### src/rtl/run_length_serializer.sv
// Run-length serializer: each accepted length becomes that many 1s on bit_o, followed by
// GAP_LEN 0s. This stream is the serial input for the run-length receiver.
module run_length_serializer #(
  parameter int unsigned LEN_W   = 3,
  parameter int unsigned GAP_LEN = 2,
  parameter int unsigned CNT_W   = 8
) (
  input  logic             clk_i,
  input  logic             reset_i,
  input  logic             valid_i,
  input  logic [LEN_W-1:0] len_i,
  output logic             ready_o,
  output logic             bit_o,
  output logic             busy_o,
  output logic             done_o,
  output logic [CNT_W-1:0] runs_o
);

  localparam int unsigned GAP_W = 4;
  localparam logic [GAP_W-1:0] GapLast = GAP_W'(GAP_LEN - 1);

  typedef enum logic [1:0] {StIdle, StMark, StSpace} state_e;

  state_e             r_state, w_state_next;
  logic [LEN_W-1:0]   r_mark_cnt, w_mark_cnt_next;
  logic [GAP_W-1:0]   r_gap_cnt, w_gap_cnt_next;
  logic               r_bit, r_busy;
  logic [CNT_W-1:0]   r_runs;
  logic               w_last_gap, w_xfer;

  assign w_last_gap = (r_state == StSpace) && (r_gap_cnt == GapLast);
  // The last gap cycle also accepts, so back-to-back runs keep exactly GAP_LEN zeros between them.
  assign ready_o    = !reset_i && ((r_state == StIdle) || w_last_gap);
  assign w_xfer     = valid_i && ready_o;
  assign done_o     = w_last_gap && !reset_i;
  assign bit_o      = r_bit;
  assign busy_o     = r_busy;
  assign runs_o     = r_runs;

  always_comb begin
    w_state_next    = r_state;
    w_mark_cnt_next = r_mark_cnt;
    w_gap_cnt_next  = r_gap_cnt;
    if (w_xfer) begin
      // A zero-length run skips MARK and still produces its gap.
      if (len_i != '0) begin
        w_state_next    = StMark;
        w_mark_cnt_next = len_i;
      end else begin
        w_state_next   = StSpace;
        w_gap_cnt_next = '0;
      end
    end else begin
      unique case (r_state)
        StIdle: ;
        StMark: begin
          if (r_mark_cnt == LEN_W'(1)) begin
            w_state_next   = StSpace;
            w_gap_cnt_next = '0;
          end else begin
            w_mark_cnt_next = r_mark_cnt - LEN_W'(1);
          end
        end
        StSpace: begin
          if (w_last_gap) begin
            w_state_next = StIdle;
          end else begin
            w_gap_cnt_next = r_gap_cnt + GAP_W'(1);
          end
        end
        default: w_state_next = StIdle;
      endcase
    end
  end

  always_ff @(posedge clk_i) begin
    if (reset_i) begin
      r_state    <= StIdle;
      r_mark_cnt <= '0;
      r_gap_cnt  <= '0;
      r_bit      <= 1'b0;
      r_busy     <= 1'b0;
      r_runs     <= '0;
    end else begin
      r_state    <= w_state_next;
      r_mark_cnt <= w_mark_cnt_next;
      r_gap_cnt  <= w_gap_cnt_next;
      r_bit      <= (w_state_next == StMark);
      r_busy     <= (w_state_next != StIdle);
      if (w_last_gap) begin
        r_runs <= r_runs + CNT_W'(1);
      end
    end
  end

endmodule

### config.mk
export PLATFORM = sky130hd
export DESIGN_NAME = run_length_serializer
export DESIGN_NICKNAME = d
export VERILOG_FILES = /design/src/rtl/run_length_serializer.sv
export SDC_FILE = /design/constraint.sdc
export NUM_CORES = 1
export LEC_CHECK = 0
export CAP_MARGIN = 30
export CORE_MARGIN = 2
export CORE_UTILIZATION = 46
export DETAILED_ROUTE_END_ITERATION = 12
export HOLD_SLACK_MARGIN = 0.1
export PLACE_DENSITY = 0.81
export SKIP_CTS_REPAIR_TIMING = 1
export SLEW_MARGIN = 20
export SYNTH_ARGS = -nofsm -noshare
export SYNTH_HDL_FRONTEND = slang
export SYNTH_SLANG_ARGS = --single-unit
### constraint.sdc
create_clock -name clk_i -period 1.8 [get_ports clk_i]
set_clock_uncertainty 0.15 [all_clocks]
set_input_delay 0.27 -clock clk_i [delete_from_list [all_inputs] [get_ports clk_i]]
set_output_delay 0.27 -clock clk_i [all_outputs]
set_load 0.02 [all_outputs]
After elaboration in Yosys (flattened, before gate mapping). Cells that the tools add are included.

Output and inout bits: 12. Latch bits: 0. Memory bits (writable): 0. ROM bits: 0. Memories: 0. Input bits: 6. Logic and storage cells: 46. Register bits after elaboration: 19.

Muxes and demuxes: 14. Reductions and logical operators: 13. Bitwise gates (word level): 0. Divide/modulo/power cells: 0. Add/subtract/negate cells: 3. Multipliers: 0. Equality and inequality tests: 10. Order comparisons: 0. Shift-type cells: 0.

Operators by type and width (number): $mux W4 (4); $mux W3 (4); $add A8 B1 Y8 const B (1); $mux W2 (4); $pmux W4 S2 (1); $ne A3 B3 Y1 const B (2); $pmux W2 S3 (1); $reduce_bool A3 Y1 (2); $add A4 B1 Y4 const B (1); $eq A2 B1 Y1 const B (2); $eq A4 B1 Y1 const B (1); $logic_and A1 B1 Y1 (4); $ne A2 B2 Y1 const B (2); $reduce_and A4 Y1 (1); $reduce_bool A2 Y1 (2); $eq A3 B1 Y1 const B (1); $reduce_and A3 Y1 (1); $sub A3 B1 Y3 const B (1); $eq A2 B2 Y1 const B (1); $logic_not A2 Y1 (1); $ne A2 B1 Y1 const B (1); $logic_not A1 Y1 (1); $logic_or A1 B1 Y1 (1).

Longest topological paths before layout. Gate-level depths: netlist of run 1.

Depth after elaboration: 7. Depth in mapped cells: 6. Gate-level depth less buffers: 6.

Least setup slack after synthesis of run 1. Ideal clock, no wire load.

Kind: register -> output. From: register r_gap_cnt[0]. To: output port ready_o. Arrival: 1.631 ns. Data required time: 1.380 ns. Setup slack: -0.251 ns. Cell stages (with the launch flop): 4. Path buffers: 0. Cells stage by stage: dfxtp_1 > ha_1 > or3b_2 > a211oi_1.

Cells in the longest elaborated chain, start to end: 4.

RTL lines: start, declared (line 26) `logic [GAP_W-1:0] r_gap_cnt, w_gap_cnt_next;`; start signal, assigned (line 87) `r_gap_cnt <= w_gap_cnt_next;`; $eq A4 B1 Y1 (line 31) `assign w_last_gap = (r_state == StSpace) && (r_gap_cnt == GapLast);`; $logic_and A1 B1 Y1 (line 31); $logic_or A1 B1 Y1 (line 33) `assign ready_o = !reset_i && ((r_state == StIdle) || w_last_gap);`; $logic_and A1 B1 Y1 (line 33); end, declared (line 12) `output logic ready_o,`.

No other way between the ends.

Final worst setup path of run 1.
From: register r_gap_cnt[1]. To: output port ready_o.

Same word-level chain as after synthesis.

==> run_results.csv, run 1 <==
group,metric,value,unit
synthesis,post-synth-top-area-fraction,37.16,%
critical_path,worstSetupStartpointType,"flop",
synthesis,post-synth-top-count-cell,"sky130_fd_sc_hd__dfxtp_1",
clock_network,clkSinkCount,19,
sta,final-max-slew-violation-count,0,
synthesis,synthArstFlopShare,0,%
synthesis,synth_sequential_area_ratio,37.16,%
detailed_routing,postRouteWirelength,2691,um
clock_network,clk_path_buf_depth,2,
sta,slew-limit-headroom,73.97,%
layout,final_nets,170,
floorplan,rows,17,
synthesis,synth.avg_cell_area,8.529,um2
grt,grt_remaining_overflow,0,
sta,setup_viol,6,
sta,hold_viol_final,0,
clock_network,htreeDepth,1,
detailed_routing,routedWlPerCell,14.47,um
layout,layout_cells_sized_above_1,30.38,%
place,gp_congestion,0.8356,
sta,worst_pin_slew,387.5,ps
floorplan,start_util,47.64,%
grt,track_usage,21.38,%
critical_path,critical_path.max_fanout,2,
place,buffer_ports.inserted,17,
pwr,final_total_power,0.0008854,W
floorplan,core-area,2148,um2
layout,final_cells,186,
grt,grt_pass1_vias,1009,
critical_path,critical_path_required,1380,ps
detailed_routing,vias,1045,
synthesis,mappedNetlistNets,131,
sta,time_the_worst_path_needs_with_i_o_delays_and_setup,2009,ps
place,dp_cells,180,
place,pre_cts_ws,-481.5,ps
floorplan,die_area,2618,um2
layout,insertedDiodeCount,0,
floorplan,die_w,51.17,um
critical_path,critical_path_capture_point_type,"primary output",
clock_network,cts_buffers,3,
synthesis,postSynthRegisterBits,19,
pwr,power_density,589.2,nW/um2
hold_path,hp-class,"flop to flop",
synthesis,synth_enable_flop_cells,0,
floorplan,top_level_ports,18,
synthesis,mappedNetlistArea,1023,um2
layout,syn_to_final_growth,46.82,%
synthesis,synth_cell_types,38,
clock_network,clk_root_buffer_cell,"sky130_fd_sc_hd__clkbuf_4",
clock_network,clk_pin_slew,110,ps
layout,final_util,69.95,%
sta,period_utilization,111.6,%
run_status,status,"finished with violations",
synthesis,yosys-top-cells-count,"sky130_fd_sc_hd__dfxtp_1 (19), sky130_fd_sc_hd__a21oi_1 (12), sky130_fd_sc_hd__nand3_1 (11), sky130_fd_sc_hd__inv_1 (8), sky130_fd_sc_hd__nor2_1 (8)",
synthesis,post-synth-top-area-cell,"sky130_fd_sc_hd__dfxtp_1",
detailed_routing,initialDrtViolationCount,18,
place,place.detailed.hpwl,1879,um
flow_run,max-cap-violations,0,
pwr,power.ir.vdd_worst,0.0004259,V
sta,fin_hold_ws,333.6,ps
floorplan,fp.dieH,51.17,um
grt,antenna_found_initial,0,
detailed_routing,number_of_design_rule_violations_left_after_detail_routing,0,
run_status,failed_checks,"setup timing",
critical_path,worst-setup-path-type,"flop to primary output",
pwr,p_leak,0.6760,nW
detailed_routing,viasPerCell,5.618,
grt,wire_length_of_the_first_global_routing_pass,4188,um
clock_network,clk_latency,310,ps
sta,clock.fmax,497.7,MHz
critical_path,arrival,1590,ps
synthesis,synth_top_flop_cell,"sky130_fd_sc_hd__dfxtp_1",
grt,pin_count_of_the_biggest_net_entering_global_routing,14,
clock_network,tritoncts_clock_tree,"yes",
synthesis,synthesis.yosys.warnings,0,
synthesis,synth_top_cells_by_area,"sky130_fd_sc_hd__dfxtp_1 (37%), sky130_fd_sc_hd__ha_1 (6.1%), sky130_fd_sc_hd__a21oi_1 (5.9%)",
synthesis,gate_count_post_synth,120,
sta,postLayoutSetupSlackWorst,-209.1,ps
detailed_routing,firstDrtPassIters,4,
detailed_routing,postRouteAntennaNets,0,
sta,rsz0062_at_grt,"yes",
-- area by class of cell --
type,count,area [um2]
Clock buffer,3,22.52
Clock inverter,1,5.005
Fill cell,169,645.6
Inverter,8,30.03
Multi-Input combinational cell,88,669.4
Sequential cell,19,385.4
Tap cell,28,35.03
Timing Repair Buffer,39,355.3
-- power by group --
part	switching [W]	total, W	internal (W)
clock	0.000142	0.000225	0.0000832
combinational	0.000107	0.000206	0.0000991
sequential	0.0000136	0.000455	0.000441
-- flip-flops by register name, summed over array words and instances (netlist names) --
register and count:
runs_o 8, r_mark_cnt 3, r_gap_cnt 4, busy_o 1, bit_o 1, r_state 2
-- cells by family (layout without fill, tap and decap cells) --
| kind of cell | Yosys count | after routing | synth area share, % |
|---|---|---|---|
| AOI/OAI and AO/OA | 30 | 30 | 19.07 |
| xor gates and xnor gates | 3 | 3 | 2.568 |
| adders and majority gates | 5 | 5 | 6.112 |
| buffers and inverters | 13 | 51 | 5.257 |
| DFF | 19 | 19 | 37.16 |
| muxes | 1 | 1 | 0.9780 |
| and+or+nand+nor | 49 | 49 | 28.85 |
-- critical path, cell delays in order, from the launching register on --
cell	delay (ps)
sky130_fd_sc_hd__dfxtp_2	340
sky130_fd_sc_hd__inv_2	50
sky130_fd_sc_hd__ha_4	120
sky130_fd_sc_hd__or3b_4	400
sky130_fd_sc_hd__a211oi_4	220
sky130_fd_sc_hd__buf_6	140
-- layout by cell type (no fill, tap or decap), types with 2 or more instances in the layout --
master	netlist	final
sky130_fd_sc_hd__or3_4	0	2
sky130_fd_sc_hd__a211o_1	2	2
sky130_fd_sc_hd__buf_6	0	2
sky130_fd_sc_hd__dfxtp_1	19	15
sky130_fd_sc_hd__nor2_1	8	8
sky130_fd_sc_hd__buf_4	1	22
sky130_fd_sc_hd__dlymetal6s2s_1	0	7
sky130_fd_sc_hd__clkdlybuf4s50_1	0	8
sky130_fd_sc_hd__clkbuf_4	0	3
sky130_fd_sc_hd__o21ai_0	4	3
sky130_fd_sc_hd__xor2_1	3	3
sky130_fd_sc_hd__and2_1	3	3
sky130_fd_sc_hd__nand2_1	7	7
sky130_fd_sc_hd__ha_1	5	4
sky130_fd_sc_hd__nand2b_1	5	5
sky130_fd_sc_hd__inv_1	8	7
sky130_fd_sc_hd__dfxtp_2	0	4
sky130_fd_sc_hd__a21oi_1	12	9
sky130_fd_sc_hd__a21oi_2	0	3
sky130_fd_sc_hd__nand4_1	2	2
sky130_fd_sc_hd__nand3_1	11	9
-- metrics by stage --
step                      TNS [ps]  cell area (um2)
after floorplan                  0             1039
after global placement       -3817             1370
after detailed placement     -4222             1370
after CTS                    -2455             1398
after global routing         -1050             1503
final                       -355.9             1503
-- worst paths after layout --
check                                           startpoint                         end  slack (ps)  depth (start not counted)
worst max register to register   r_gap_cnt[2]$_SDFFE_PP0P_      runs_o[7]$_SDFFE_PP0P_         -60                          6
worst min-delay path            r_mark_cnt[1]$_SDFFE_PP0P_  r_mark_cnt[1]$_SDFFE_PP0P_         330                          2
worst max-delay path             r_gap_cnt[1]$_SDFFE_PP0P_                     ready_o        -210                          5
worst min register to register  r_mark_cnt[1]$_SDFFE_PP0P_  r_mark_cnt[1]$_SDFFE_PP0P_         330                          2
-- metal layers --
metal	part of all wire, %	wire length [um]	vias to the layer above	track usage, %
met5	0	0	-	0
met2	54	1447	17	39.18
li1	-	-	508	-
met1	42	1132	515	23.64
met4	1.7	47	0	11.26
met3	2.4	64	5	2.924
Note: power is estimated with default switching activity, not from simulation.
==> inputs of run 2 (changes only) <==
--- a/config.mk
+++ b/config.mk
@@ -6,7 +6,6 @@
 export NUM_CORES = 1
 export LEC_CHECK = 0
 export CAP_MARGIN = 30
-export CORE_MARGIN = 2
 export CORE_UTILIZATION = 46
 export DETAILED_ROUTE_END_ITERATION = 12
 export HOLD_SLACK_MARGIN = 0.1
==> run 2 against run 1 <==
The flow still finishes with violations (setup timing). First-iteration DRC count grew 11%. Register-to-register slack lost 130 ps. Wire length shrank 6.3%. Worst setup slack better by 12 ps. Critical path type unchanged.
==> run_results.csv, run 2 (synthesized netlist as in run 1, its figures left out) <==
group,metric,value,unit
critical_path,r2r_start,"r_gap_cnt[1]$_SDFFE_PP0P_",
flow_run,max-cap-violations,0,
grt,grt_pass1_vias,911,
floorplan,core-area,2022,um2
pwr,power.internal,0.0006296,W
sta,slew-limit-headroom,80.15,%
detailed_routing,routedWlPerCell,13.63,um
detailed_routing,postRouteAntennaNets,0,
run_status,status,"finished with violations",
critical_path,critical_path_capture_point_type,"primary output",
clock_network,clk_root_buffer_cell,"sky130_fd_sc_hd__clkbuf_4",
critical_path,arrival,1580,ps
pwr,power.ir.vdd_worst,0.0004068,V
floorplan,top_level_ports,18,
place,gp_congestion,0.7960,
grt,grt_remaining_overflow,0,
layout,final_nets,170,
hold_path,hp-class,"flop to flop",
clock_network,clk_pin_slew,110,ps
sta,period_utilization,111.0,%
critical_path,critical_path.max_fanout,2,
clock_network,clkSinkCount,19,
pwr,p_leak,0.6564,nW
floorplan,start_util,50.62,%
sta,setup-tns-final,-792.0,ps
critical_path,worstSetupStartpointType,"flop",
sta,hold_viol_final,0,
floorplan,fp.dieH,49.17,um
pwr,netSwitchingPower,0.0002583,W
sta,rsz0062_at_grt,"yes",
layout,syn_to_final_growth,46.94,%
hold_path,worst_hold_path_endpoint,"r_mark_cnt[1]$_SDFFE_PP0P_",
floorplan,die_w,49.17,um
critical_path,chain_of_cells_forming_the_critical_path,"inv_2, ha_4, or3b_4, a211oi_4, buf_6",
detailed_routing,viasPerCell,5.519,
sta,final-max-slew-violation-count,0,
grt,track_usage,21.35,%
floorplan,rows,16,
critical_path,reg2reg_depth,8,
clock_network,htreeDepth,1,
clock_network,clk_path_buf_depth,2,
clock_network,tritoncts_clock_tree,"yes",
layout,layout_common_cells,"sky130_fd_sc_hd__buf_4 (21), sky130_fd_sc_hd__dfxtp_1 (17), sky130_fd_sc_hd__a21oi_1 (10), sky130_fd_sc_hd__nand3_1 (10), sky130_fd_sc_hd__clkdlybuf4s50_1 (10)",
sta,worst_pin_slew,293.6,ps
layout,most_frequent_standard_cell_in_the_layout_excluding_fill_and_tap_cells,"sky130_fd_sc_hd__buf_4",
layout,layout_cells_sized_above_1,29.75,%
hold_path,holdCritStartpoint,"r_mark_cnt[1]$_SDFFE_PP0P_",
detailed_routing,initialDrtViolationCount,20,
detailed_routing,firstDrtPassIters,4,
layout,insertedDiodeCount,0,
pwr,power_density,590.4,nW/um2
detailed_routing,postRouteWirelength,2522,um
sta,postLayoutSetupSlackWorst,-197.4,ps
layout,final_util,74.38,%
place,place.detailed.hpwl,1753,um
floorplan,die_area,2418,um2
critical_path,cpPeakStageDelay,390,ps
hold_path,timing.hold.worst_path_depth,2,
sta,clock.fmax,500.7,MHz
sta,setup_viol,9,
detailed_routing,number_of_design_rule_violations_left_after_detail_routing,0,
critical_path,critical_path_required,1380,ps
grt,antenna_found_initial,0,
run_status,failed_checks,"setup timing",
sta,time_the_worst_path_needs_with_i_o_delays_and_setup,1997,ps
critical_path,ff2ff_setup_slack,-190,ps
clock_network,clk_latency,300,ps
place,buffer_ports.inserted,17,
detailed_routing,vias,1021,
layout,largest_register_ffs,8,
critical_path,worst-setup-path-type,"flop to primary output",
pwr,power_frac_seq,51.0,%
critical_path,cpMaxStageDelayCell,"sky130_fd_sc_hd__or3b_4",
critical_path,critical_r2r_capture,"runs_o[7]$_SDFFE_PP0P_",
grt,wire_length_of_the_first_global_routing_pass,4064,um
pwr,pwr-share-comb,24.1,%
pwr,pwr-share-clk,25.0,%
clock_network,cts_buffers,3,
grt,pin_count_of_the_biggest_net_entering_global_routing,12,
pwr,sw_frac_of_total,29.09,%
==> run 2: metrics by stage <==
stage / cell area (um2) / hold WS [ps] / power (W) / setup slack (ps) / cells
after global routing: 1504 / 340.0 / 0.0009345 / -264.3 / 185
after CTS: 1396 / 329.9 / 0.0008745 / -837.7 / 183
final: 1504 / 326.9 / 0.0008879 / -197.4 / 185
after detailed placement: 1369 / 313.0 / 0.0006528 / -492.6 / 179
after floorplan: 1039 / 270.4 / 0.0005746 / 6.408 / 120
after global placement: 1369 / 308.0 / 0.0006472 / -471.2 / 179
==> run 2: layout make-up <==
| class | count | area [um2] |
|---|---|---|
| Sequential cell | 19 | 382.9 |
| Fill cell | 151 | 518.0 |
| Multi-Input combinational cell | 88 | 675.6 |
| Clock buffer | 3 | 22.52 |
| Clock inverter | 1 | 5.005 |
| Timing Repair Buffer | 39 | 354.1 |
| Inverter | 8 | 30.03 |
| Tap cell | 27 | 33.78 |
==> run 2: routing by layer <==
| layer | up-vias | share of wire, % | track usage, % | wire length [um] |
|---|---|---|---|---|
| met5 | - | 0 | 0 | 0 |
| met4 | 0 | 0.95 | 4.412 | 24 |
| met3 | 4 | 3.4 | 4.673 | 87 |
| met2 | 30 | 52 | 36.99 | 1310 |
| met1 | 480 | 44 | 26.89 | 1100 |
| li1 | 507 | - | - | - |
==> run 2: worst max-delay path: cells and delay by family (launching register included) <==
kind | cells | cell delay (ps)
and+or+nand+nor | 1 | 390
DFF | 1 | 350
AOI/OAI and AO/OA | 1 | 230
buffers and inverters | 2 | 210
adders and majority gates | 1 | 110
==> run 2: worst max path at each step <==
stage | from | end | slack [ps] | cells past startpoint
after global placement | r_gap_cnt[1]$_SDFFE_PP0P_ | ready_o | -470 | 5
after floorplan | r_gap_cnt[1]$_SDFFE_PP0P_ | runs_o[7]$_SDFFE_PP0P_ | 6 | 6
after CTS | r_gap_cnt[1]$_SDFFE_PP0P_ | ready_o | -840 | 5
after global routing | r_gap_cnt[1]$_SDFFE_PP0P_ | ready_o | -260 | 5
after detailed placement | r_gap_cnt[1]$_SDFFE_PP0P_ | ready_o | -490 | 5
final | r_gap_cnt[1]$_SDFFE_PP0P_ | ready_o | -200 | 5
==> run 2: power groups by stage <==
stage	logic [W]	clock network (W)	registers, W
detailed placement	0.000191	0	0.000462
global route	0.000231	0.000248	0.000456
finish	0.000214	0.000222	0.000452
global placement	0.000187	0	0.000461
floorplan	0.000105	0	0.000469
CTS	0.000193	0.000230	0.000452
